==> src/rtl/multicycle_main_cu_pkg.sv <==
// multicycle_main_cu_pkg: opcode, ALUop and select codes shared by the control unit and datapath
package multicycle_main_cu_pkg;
   localparam int OPW    = 4;
   localparam int STATEW = 4;
   localparam logic [OPW-1:0] OP_ADDI  = 4'b0000;
   localparam logic [OPW-1:0] OP_SUBI  = 4'b0001;
   localparam logic [OPW-1:0] OP_ANDI  = 4'b0010;
   localparam logic [OPW-1:0] OP_ORI   = 4'b0011;
   localparam logic [OPW-1:0] OP_LOAD  = 4'b0100;
   localparam logic [OPW-1:0] OP_STORE = 4'b0101;
   localparam logic [OPW-1:0] OP_JUMP  = 4'b0110;
   localparam logic [OPW-1:0] OP_BRZ   = 4'b0111;
   localparam logic [OPW-1:0] OP_CTYPE = 4'b1000;
   localparam logic [2:0] ALUOP_ADD = 3'b000;
   localparam logic [2:0] ALUOP_SUB = 3'b001;
   localparam logic [2:0] ALUOP_C   = 3'b010;
   localparam logic [2:0] ALUOP_AND = 3'b011;
   localparam logic [2:0] ALUOP_OR  = 3'b100;
   localparam logic [1:0] SRCB_B    = 2'b00;
   localparam logic [1:0] SRCB_ONE  = 2'b01;
   localparam logic [1:0] SRCB_IMM  = 2'b10;
   localparam logic [1:0] PCSRC_ALU = 2'b00;
   localparam logic [1:0] PCSRC_JMP = 2'b01;
   typedef struct packed {
      logic [2:0] aluop;
      logic       alusrca;
      logic [1:0] alusrcb;
      logic       iord;
      logic       mem_read;
      logic       mem_write;
      logic       ir_write;
      logic       reg_write;
      logic       mem_to_reg;
      logic       pc_write;
      logic       pc_write_cond;
      logic [1:0] pcsrc;
      logic       instr_done;
   } ctrl_t;
   function automatic logic op_legal(input logic [OPW-1:0] op);
      return op <= OP_CTYPE;
   endfunction
   function automatic logic is_imm(input logic [OPW-1:0] op);
      return op <= OP_ORI;
   endfunction
   function automatic logic [2:0] imm_aluop(input logic [OPW-1:0] op);
      return op == OP_SUBI ? ALUOP_SUB : op == OP_ANDI ? ALUOP_AND : op == OP_ORI ? ALUOP_OR : ALUOP_ADD;
   endfunction
endpackage

==> src/rtl/multicycle_main_cu_if.sv <==
// multicycle_main_cu_if: status flags into, and datapath enables out of, the main control unit
interface multicycle_main_cu_if;
   logic [multicycle_main_cu_pkg::OPW-1:0] opcode;
   logic       zero;
   logic       notnoop;
   logic [2:0] ALUop;
   logic       ALUSrcA;
   logic [1:0] ALUSrcB;
   logic       IorD;
   logic       MemRead;
   logic       MemWrite;
   logic       IRWrite;
   logic       RegWrite;
   logic       MemToReg;
   logic       PCWrite;
   logic       PCWriteCond;
   logic [1:0] PCSrc;
   logic       instr_done;
   modport master (
      input  opcode, zero, notnoop,
      output ALUop, ALUSrcA, ALUSrcB, IorD, MemRead, MemWrite, IRWrite,
             RegWrite, MemToReg, PCWrite, PCWriteCond, PCSrc, instr_done
   );
   modport slave (
      output opcode, zero, notnoop,
      input  ALUop, ALUSrcA, ALUSrcB, IorD, MemRead, MemWrite, IRWrite,
             RegWrite, MemToReg, PCWrite, PCWriteCond, PCSrc, instr_done
   );
endinterface

==> src/rtl/multicycle_main_cu.sv <==
// multicycle_main_cu: main control FSM sequencing the accumulator datapath over 2-4 cycles per instruction
module multicycle_main_cu
   import multicycle_main_cu_pkg::*;
(
   input logic                  clk,
   input logic                  rst,
   multicycle_main_cu_if.master cu
);
   typedef enum logic [STATEW-1:0] {
      FETCH   = 4'd0,
      DECODE  = 4'd1,
      IMM_EX  = 4'd2,
      IMM_WB  = 4'd3,
      C_EX    = 4'd4,
      C_WB    = 4'd5,
      LOAD_RD = 4'd6,
      LOAD_WB = 4'd7,
      STORE   = 4'd8,
      JUMP    = 4'd9,
      BRZ     = 4'd10
   } state_t;
   state_t state, nxt;
   ctrl_t  c;
   function automatic state_t dispatch(input logic [OPW-1:0] op);
      return is_imm(op)      ? IMM_EX  :
             op == OP_LOAD   ? LOAD_RD :
             op == OP_STORE  ? STORE   :
             op == OP_JUMP   ? JUMP    :
             op == OP_BRZ    ? BRZ     :
             op == OP_CTYPE  ? C_EX    : FETCH;
   endfunction
   always_ff @(posedge clk)
      state <= rst ? FETCH : nxt;
   always_comb begin
      nxt = FETCH;
      case (state)
         FETCH:   nxt = DECODE;
         DECODE:  nxt = dispatch(cu.opcode);
         IMM_EX:  nxt = IMM_WB;
         C_EX:    nxt = C_WB;
         LOAD_RD: nxt = LOAD_WB;
         default: nxt = FETCH;
      endcase
   end
   // Opcode is held in IR from DECODE on, so IMM_EX and the illegal-op DECODE may read it.
   always_comb begin
      c = '0;
      case (state)
         FETCH: begin
            c.mem_read = 1'b1;
            c.ir_write = 1'b1;
            c.alusrcb  = SRCB_ONE;
            c.aluop    = ALUOP_ADD;
            c.pc_write = 1'b1;
            c.pcsrc    = PCSRC_ALU;
         end
         DECODE: c.instr_done = !op_legal(cu.opcode);
         IMM_EX: begin
            c.alusrca = 1'b1;
            c.alusrcb = SRCB_IMM;
            c.aluop   = imm_aluop(cu.opcode);
         end
         IMM_WB: begin
            c.reg_write  = 1'b1;
            c.instr_done = 1'b1;
         end
         C_EX: begin
            c.alusrca = 1'b1;
            c.alusrcb = SRCB_B;
            c.aluop   = ALUOP_C;
         end
         C_WB: begin
            c.reg_write  = cu.notnoop;
            c.aluop      = ALUOP_C;
            c.instr_done = 1'b1;
         end
         LOAD_RD: begin
            c.iord     = 1'b1;
            c.mem_read = 1'b1;
         end
         LOAD_WB: begin
            c.reg_write  = 1'b1;
            c.mem_to_reg = 1'b1;
            c.instr_done = 1'b1;
         end
         STORE: begin
            c.iord       = 1'b1;
            c.mem_write  = 1'b1;
            c.instr_done = 1'b1;
         end
         JUMP: begin
            c.pc_write   = 1'b1;
            c.pcsrc      = PCSRC_JMP;
            c.instr_done = 1'b1;
         end
         BRZ: begin
            c.pc_write_cond = 1'b1;
            c.pcsrc         = PCSRC_JMP;
            c.instr_done    = 1'b1;
         end
         default: c = '0;
      endcase
      if (rst) c = '0;
   end
   assign cu.ALUop       = c.aluop;
   assign cu.ALUSrcA     = c.alusrca;
   assign cu.ALUSrcB     = c.alusrcb;
   assign cu.IorD        = c.iord;
   assign cu.MemRead     = c.mem_read;
   assign cu.MemWrite    = c.mem_write;
   assign cu.IRWrite     = c.ir_write;
   assign cu.RegWrite    = c.reg_write;
   assign cu.MemToReg    = c.mem_to_reg;
   assign cu.PCWrite     = c.pc_write;
   assign cu.PCWriteCond = c.pc_write_cond;
   assign cu.PCSrc       = c.pcsrc;
   assign cu.instr_done  = c.instr_done;
   a_mem_excl: assert property (@(posedge clk) disable iff (rst) !(c.mem_read && c.mem_write));
   a_pc_excl:  assert property (@(posedge clk) disable iff (rst) !(c.pc_write && c.pc_write_cond));
endmodule

==> src/flat_wrapper.sv <==
// flat-port wrapper written by rule: the top's interface ports become plain ports
module multicycle_main_cu_flat import multicycle_main_cu_pkg::*;
  (clk, rst, cu_opcode, cu_zero, cu_notnoop, cu_ALUop, cu_ALUSrcA, cu_ALUSrcB, cu_IorD, cu_MemRead, cu_MemWrite, cu_IRWrite, cu_RegWrite, cu_MemToReg, cu_PCWrite, cu_PCWriteCond, cu_PCSrc, cu_instr_done);
  multicycle_main_cu_if cu_i ();
  input logic clk;
  input logic rst;
  input wire logic [$bits(cu_i.opcode)-1:0] cu_opcode;
  input wire logic [$bits(cu_i.zero)-1:0] cu_zero;
  input wire logic [$bits(cu_i.notnoop)-1:0] cu_notnoop;
  output wire logic [$bits(cu_i.ALUop)-1:0] cu_ALUop;
  output wire logic [$bits(cu_i.ALUSrcA)-1:0] cu_ALUSrcA;
  output wire logic [$bits(cu_i.ALUSrcB)-1:0] cu_ALUSrcB;
  output wire logic [$bits(cu_i.IorD)-1:0] cu_IorD;
  output wire logic [$bits(cu_i.MemRead)-1:0] cu_MemRead;
  output wire logic [$bits(cu_i.MemWrite)-1:0] cu_MemWrite;
  output wire logic [$bits(cu_i.IRWrite)-1:0] cu_IRWrite;
  output wire logic [$bits(cu_i.RegWrite)-1:0] cu_RegWrite;
  output wire logic [$bits(cu_i.MemToReg)-1:0] cu_MemToReg;
  output wire logic [$bits(cu_i.PCWrite)-1:0] cu_PCWrite;
  output wire logic [$bits(cu_i.PCWriteCond)-1:0] cu_PCWriteCond;
  output wire logic [$bits(cu_i.PCSrc)-1:0] cu_PCSrc;
  output wire logic [$bits(cu_i.instr_done)-1:0] cu_instr_done;
  assign cu_i.opcode = cu_opcode;
  assign cu_i.zero = cu_zero;
  assign cu_i.notnoop = cu_notnoop;
  assign cu_ALUop = cu_i.ALUop;
  assign cu_ALUSrcA = cu_i.ALUSrcA;
  assign cu_ALUSrcB = cu_i.ALUSrcB;
  assign cu_IorD = cu_i.IorD;
  assign cu_MemRead = cu_i.MemRead;
  assign cu_MemWrite = cu_i.MemWrite;
  assign cu_IRWrite = cu_i.IRWrite;
  assign cu_RegWrite = cu_i.RegWrite;
  assign cu_MemToReg = cu_i.MemToReg;
  assign cu_PCWrite = cu_i.PCWrite;
  assign cu_PCWriteCond = cu_i.PCWriteCond;
  assign cu_PCSrc = cu_i.PCSrc;
  assign cu_instr_done = cu_i.instr_done;
  multicycle_main_cu u_core (.clk(clk), .rst(rst), .cu(cu_i));
endmodule
==> config.mk <==
export PLATFORM = sky130hd
export DESIGN_NAME = multicycle_main_cu_flat
export DESIGN_NICKNAME = d
export VERILOG_FILES = /design/src/rtl/multicycle_main_cu_pkg.sv /design/src/rtl/multicycle_main_cu_if.sv /design/src/rtl/multicycle_main_cu.sv /design/src/flat_wrapper.sv
export SDC_FILE = /design/constraint.sdc
export NUM_CORES = 1
export LEC_CHECK = 0
export CELL_PAD_IN_SITES_DETAIL_PLACEMENT = 1
export CELL_PAD_IN_SITES_GLOBAL_PLACEMENT = 1
export CORE_MARGIN = 2
export CORE_UTILIZATION = 23
export CTS_CLUSTER_DIAMETER = 200
export DETAILED_ROUTE_END_ITERATION = 7
export PLACE_DENSITY_LB_ADDON = 0.1
export SETUP_SLACK_MARGIN = 0.15
export SLEW_MARGIN = 20
export SYNTH_ARGS = -nofsm -noshare
export SYNTH_HDL_FRONTEND = slang
export SYNTH_SLANG_ARGS = --single-unit
==> constraint.sdc <==
create_clock -name clk -period 1.2 [get_ports clk]
set_input_delay 0.24 -clock clk [delete_from_list [all_inputs] [get_ports clk]]
set_output_delay 0.24 -clock clk [all_outputs]
set_load 0.1 [all_outputs]
==> results of run 1 <==
==> metrics by stage <==
stage	utilization [%]	hold slack, ns	setup slack, ns	TNS (ns)
floorplan	-	0.363	-0.772	-8.54
global placement	64.5	0.643	-0.722	-9.51
detailed placement	64.5	0.647	-0.760	-9.97
==> logic make-up after synthesis <==
group	Yosys count	share of synthesized area, %
simple gates	38	48.1
compound gates	11	15.8
buf+inv	7	9.82
xor+xnor	5	9.05
flops	4	16.5
other cells	1	0.774
==> reports/results.ini, run 1 <==
[outcome]
status = stopped before the end
stop_stage = clock tree synthesis (4_1_cts)
error_line = [ERROR DPL-0033] detailed placement checks failed during check placement.

[clock_tree]
cts_resized = 35
cts.path.max_buffers = 2
cts_hold_buf = 0
cts_buffers = 3
htree_levels = 1
cts-root-buf = clkbuf_4
cts_sinks = 4
postCtsSetupBuffers = 12

[floorplanning]
fp.dieW_um = 49.9
initial_core_util_pct = 24.4
die_h_um = 49.9
num_rows = 16
io_pins = 25

[logic_synthesis]
ys_types = 32
postSynthAreaPerCell_um2 = 7.34
synthFlopType = dfxtp_1
yosys.area.top_type = dfxtp_1
synth_top_area_share_pct = 16.5
yosys-top-cells-count = 10 x nor2_1, 6 x nor3_1, 5 x nand2_1
synthesis.nets = 74
synth.area.top_cells = dfxtp_1 17%, nor2_1 7.8%, nor3_1 6.2%
synth_edf_count = 0
ys_seq_elements = 4
syn-instance-count = 66
yosysSeqAreaShare_pct = 16.5
async_reset_ff_share_pct = 0
synth.cell_area_um2 = 484
synth_most_common_cell = nor2_1
yosys_warnings = 0

[placed_design]
hpwlAfterDp_um = 1690
place_area_um2 = 1280
routabilityCongestion = 0.786
placed_cells = 138
io_buffers = 22

==> run 2: changes to the inputs <==
==> config.mk (replaced) <==
export PLATFORM = sky130hd
export DESIGN_NAME = multicycle_main_cu_flat
export DESIGN_NICKNAME = d
export VERILOG_FILES = /design/src/rtl/multicycle_main_cu_pkg.sv /design/src/rtl/multicycle_main_cu_if.sv /design/src/rtl/multicycle_main_cu.sv /design/src/flat_wrapper.sv
export SDC_FILE = /design/constraint.sdc
export NUM_CORES = 1
export LEC_CHECK = 0
export CORE_AREA = 2 2 63 65
export DETAILED_ROUTE_END_ITERATION = 7
export DIE_AREA = 0 0 65 67
export PLACE_DENSITY_LB_ADDON = 0.15
export SLEW_MARGIN = 20
export SYNTH_ARGS = -nofsm -noshare
export SYNTH_HDL_FRONTEND = slang
export SYNTH_SLANG_ARGS = --single-unit
==> constraint.sdc (replaced) <==
create_clock -name clk -period 1.6 [get_ports clk]
set_input_delay 0.32 -clock clk [delete_from_list [all_inputs] [get_ports clk]]
set_output_delay 0.32 -clock clk [all_outputs]
set_load 0.1 [all_outputs]
==> run 2 against run 1 <==
Net effect:
- the flow now finishes, with violations (negative setup slack)
- synthesized area is the same
- synthesized cell count stayed put
==> reports/results.ini, run 2 <==
[logic_synthesis]
async_reset_ff_share_pct = 0  ; unchanged
ys_seq_elements = 4  ; unchanged
synth.cell_area_um2 = 484  ; unchanged
syn-instance-count = 66  ; unchanged
synth.area.top_cells = dfxtp_1 17%, nor2_1 7.8%, nor3_1 6.2%
ys_types = 32  ; unchanged
synthFlopType = dfxtp_1
synth_top_area_share_pct = 16.5  ; unchanged
synth_most_common_cell = nor2_1
yosys-top-cells-count = 10 x nor2_1, 6 x nor3_1, 5 x nand2_1
yosysSeqAreaShare_pct = 16.5  ; unchanged
postSynthAreaPerCell_um2 = 7.34  ; unchanged
yosys_warnings = 0  ; unchanged
synthesis.nets = 74  ; unchanged
synth_edf_count = 0  ; unchanged
yosys.area.top_type = dfxtp_1

[final_layout]
final_cell_mix = 19 x buf_4, 18 x buf_12, 8 x nor2_4, 8 x buf_6, 6 x nor3_4
regMostFlops = u_core.state
syn_to_final_growth_pct = 201
largest_reg_flops = 4
final_nets = 125
final_common_cell = buf_4
fin_cells = 163
fin_area_um2 = 1460
top_regs = u_core.state (4)
layout-drive-gt1-share_pct = 72.2
n_antenna_cell = 0

[power]
switching_share_pct = 41.2
p_comb_share_pct = 59.3
pwr-share-clk_pct = 26.3
p_per_area_nw_per_um2 = 545
seq_power_share_pct = 14.4
p_int_uw = 467
power_uw = 795
vdd_drop_max_mv = 0.186
p_switching_uw = 327
power.leakage_nw = 0.563

[route]
vias = 660
drt-wirelength-per-cell_um = 9.99
drt.antenna.violating_nets = 0
wirelength_um = 1630
route.detailed.drc = 0
drtPass1Iterations = 4
drt_iter0_markers = 4
vias_per_cell = 4.05

[flow_run]
maxCapViolCount = 0

[placed_design]
routabilityCongestion = 0.688  ; -12%
io_buffers = 22  ; unchanged
place_area_um2 = 1260  ; -1.1%
placed_cells = 156  ; +13%
hpwlAfterDp_um = 1440  ; -15%
dp_slack_ns = -0.482  ; +0.278 ns

[outcome]
violations = negative setup slack
status = finished with violations

[setup_path]
path_cells = or3b_4, nand3b_4, o21ai_4, buf_12
cp_slowest_cell = or3b_4
critPathTopFamily = simple AND/OR/NAND/NOR gates
critPathCaptureType = output port
critPathArrivalTime_ns = 1.54
start_kind = flip-flop
reg2reg_slack_ns = 0.40
worstPathMaxFanout = 4
crit_required_ns = 1.28
critical_path_class = flip-flop to output port
critPathBufInv = 1
cpPeakStageDelay_ns = 0.39

[clock_tree]
cts-root-buf = clkbuf_8
cts_hold_buf = 0  ; unchanged
cts.path.max_buffers = 2  ; unchanged
clk_pin_slew_worst_paths_ns = 0.03
htree_levels = 1  ; unchanged
clk_latency_ns = 0.22
cts_sinks = 4  ; unchanged
cts_tree = done
cts_buffers = 3  ; unchanged

[global_routing]
grt_max_degree = 9
grt_overflow = 0
antenna_found_initial = 0
track_usage_pct = 8.30
grt_pass1_vias = 665
grt_pass1_wl_um = 2820

[floorplanning]
die_h_um = 67  ; +34%
num_rows = 22  ; +6
fp.dieW_um = 65  ; +30%
core-area_um2 = 3610
die_area_um2 = 4360
io_pins = 25  ; unchanged
initial_core_util_pct = 13.4  ; -11 points

[timing]
drv_slew = 0
finalSetupViolCount = 14
rsz0062_at_grt = yes
final.period_utilization_pct = 116
period_needed_ns = 1.86
hold_viol = 0
clock-skew-final_ns = 0.000608
fmax_ghz = 0.537
setup_ws_ns = -0.262

[min_path]
hp-class = flip-flop to flip-flop

==> run 2: metal layers <==
layer / track usage [%] / part of all wire, % / vias to the layer above / wire, um
met2: 15.6 / 55 / 22 / 903
met1: 9.18 / 38 / 303 / 619
li1: - / - / 332 / -
met3: 1.01 / 5.3 / 3 / 87
met4: 3.99 / 1.1 / 0 / 18
met5: 0 / 0 / - / 0
==> run 2: per-stage QoR <==
step / TNS, ns / utilization [%] / hold slack, ns
5_1_grt: -2.79 / 40.5 / 0.509
3_5_place_dp: -5.44 / 35.0 / 0.478
3_3_place_gp: -5.66 / 35.0 / 0.478
4_1_cts: -2.10 / 38.7 / 0.493
2_1_floorplan: -4.00 / - / 0.443
6_report: -2.14 / 40.5 / 0.498
==> run 2: logic make-up after synthesis <==
family                 share of synthesized area (%)
AO/OA/AOI/OAI                                   15.8
flip-flops                                      16.5
XOR/XNOR                                        9.05
other                                          0.774
buffers and inverters                           9.82
AND/OR/NAND/NOR                                 48.1
==> run 2: repair_timing <==
action,in CTS,in global routing
setup buffers,1,3
resized for setup,27,10
pin swaps,8,6
setup endpoints to repair,16,16
==> run 2: power groups by stage <==
stage / sequential, mW / combinational (mW) / clock [mW]
after CTS: 0.115 / 0.454 / 0.212
after global placement: 0.119 / 0.432 / 0
after detailed placement: 0.118 / 0.433 / 0
final: 0.114 / 0.471 / 0.209
after floorplan: 0.115 / 0.280 / 0
after global routing: 0.116 / 0.493 / 0.218
==> run 2: path summary, 6_finish.rpt <==
check / start / to / cells past startpoint
setup reg to reg: u_core.state[2] / u_core.state[1] / 5
setup / recovery: u_core.state[1] / cu_ALUop[1] / 4
hold reg to reg: u_core.state[1] / u_core.state[1] / 2
hold / removal: u_core.state[1] / u_core.state[1] / 2
==> run 2: final cells by class <==
| type | count | area [um2] |
|---|---|---|
| clock buffer | 3 | 41.3 |
| tap | 48 | 60.1 |
| multi-input combinational | 55 | 601 |
| sequential | 4 | 95.1 |
| fill | 365 | 2150 |
| timing repair buffer | 52 | 658 |
| inverter | 1 | 3.75 |
==> run 2: worst register-to-register path, cell delays in order, from the launching register on <==
cell	delay [ns]
dfxtp_4	0.38
buf_4	0.16
nor3_4	0.21
buf_4	0.16
o211ai_1	0.08
a21oi_1	0.14
(Power assumes the default switching activity.)
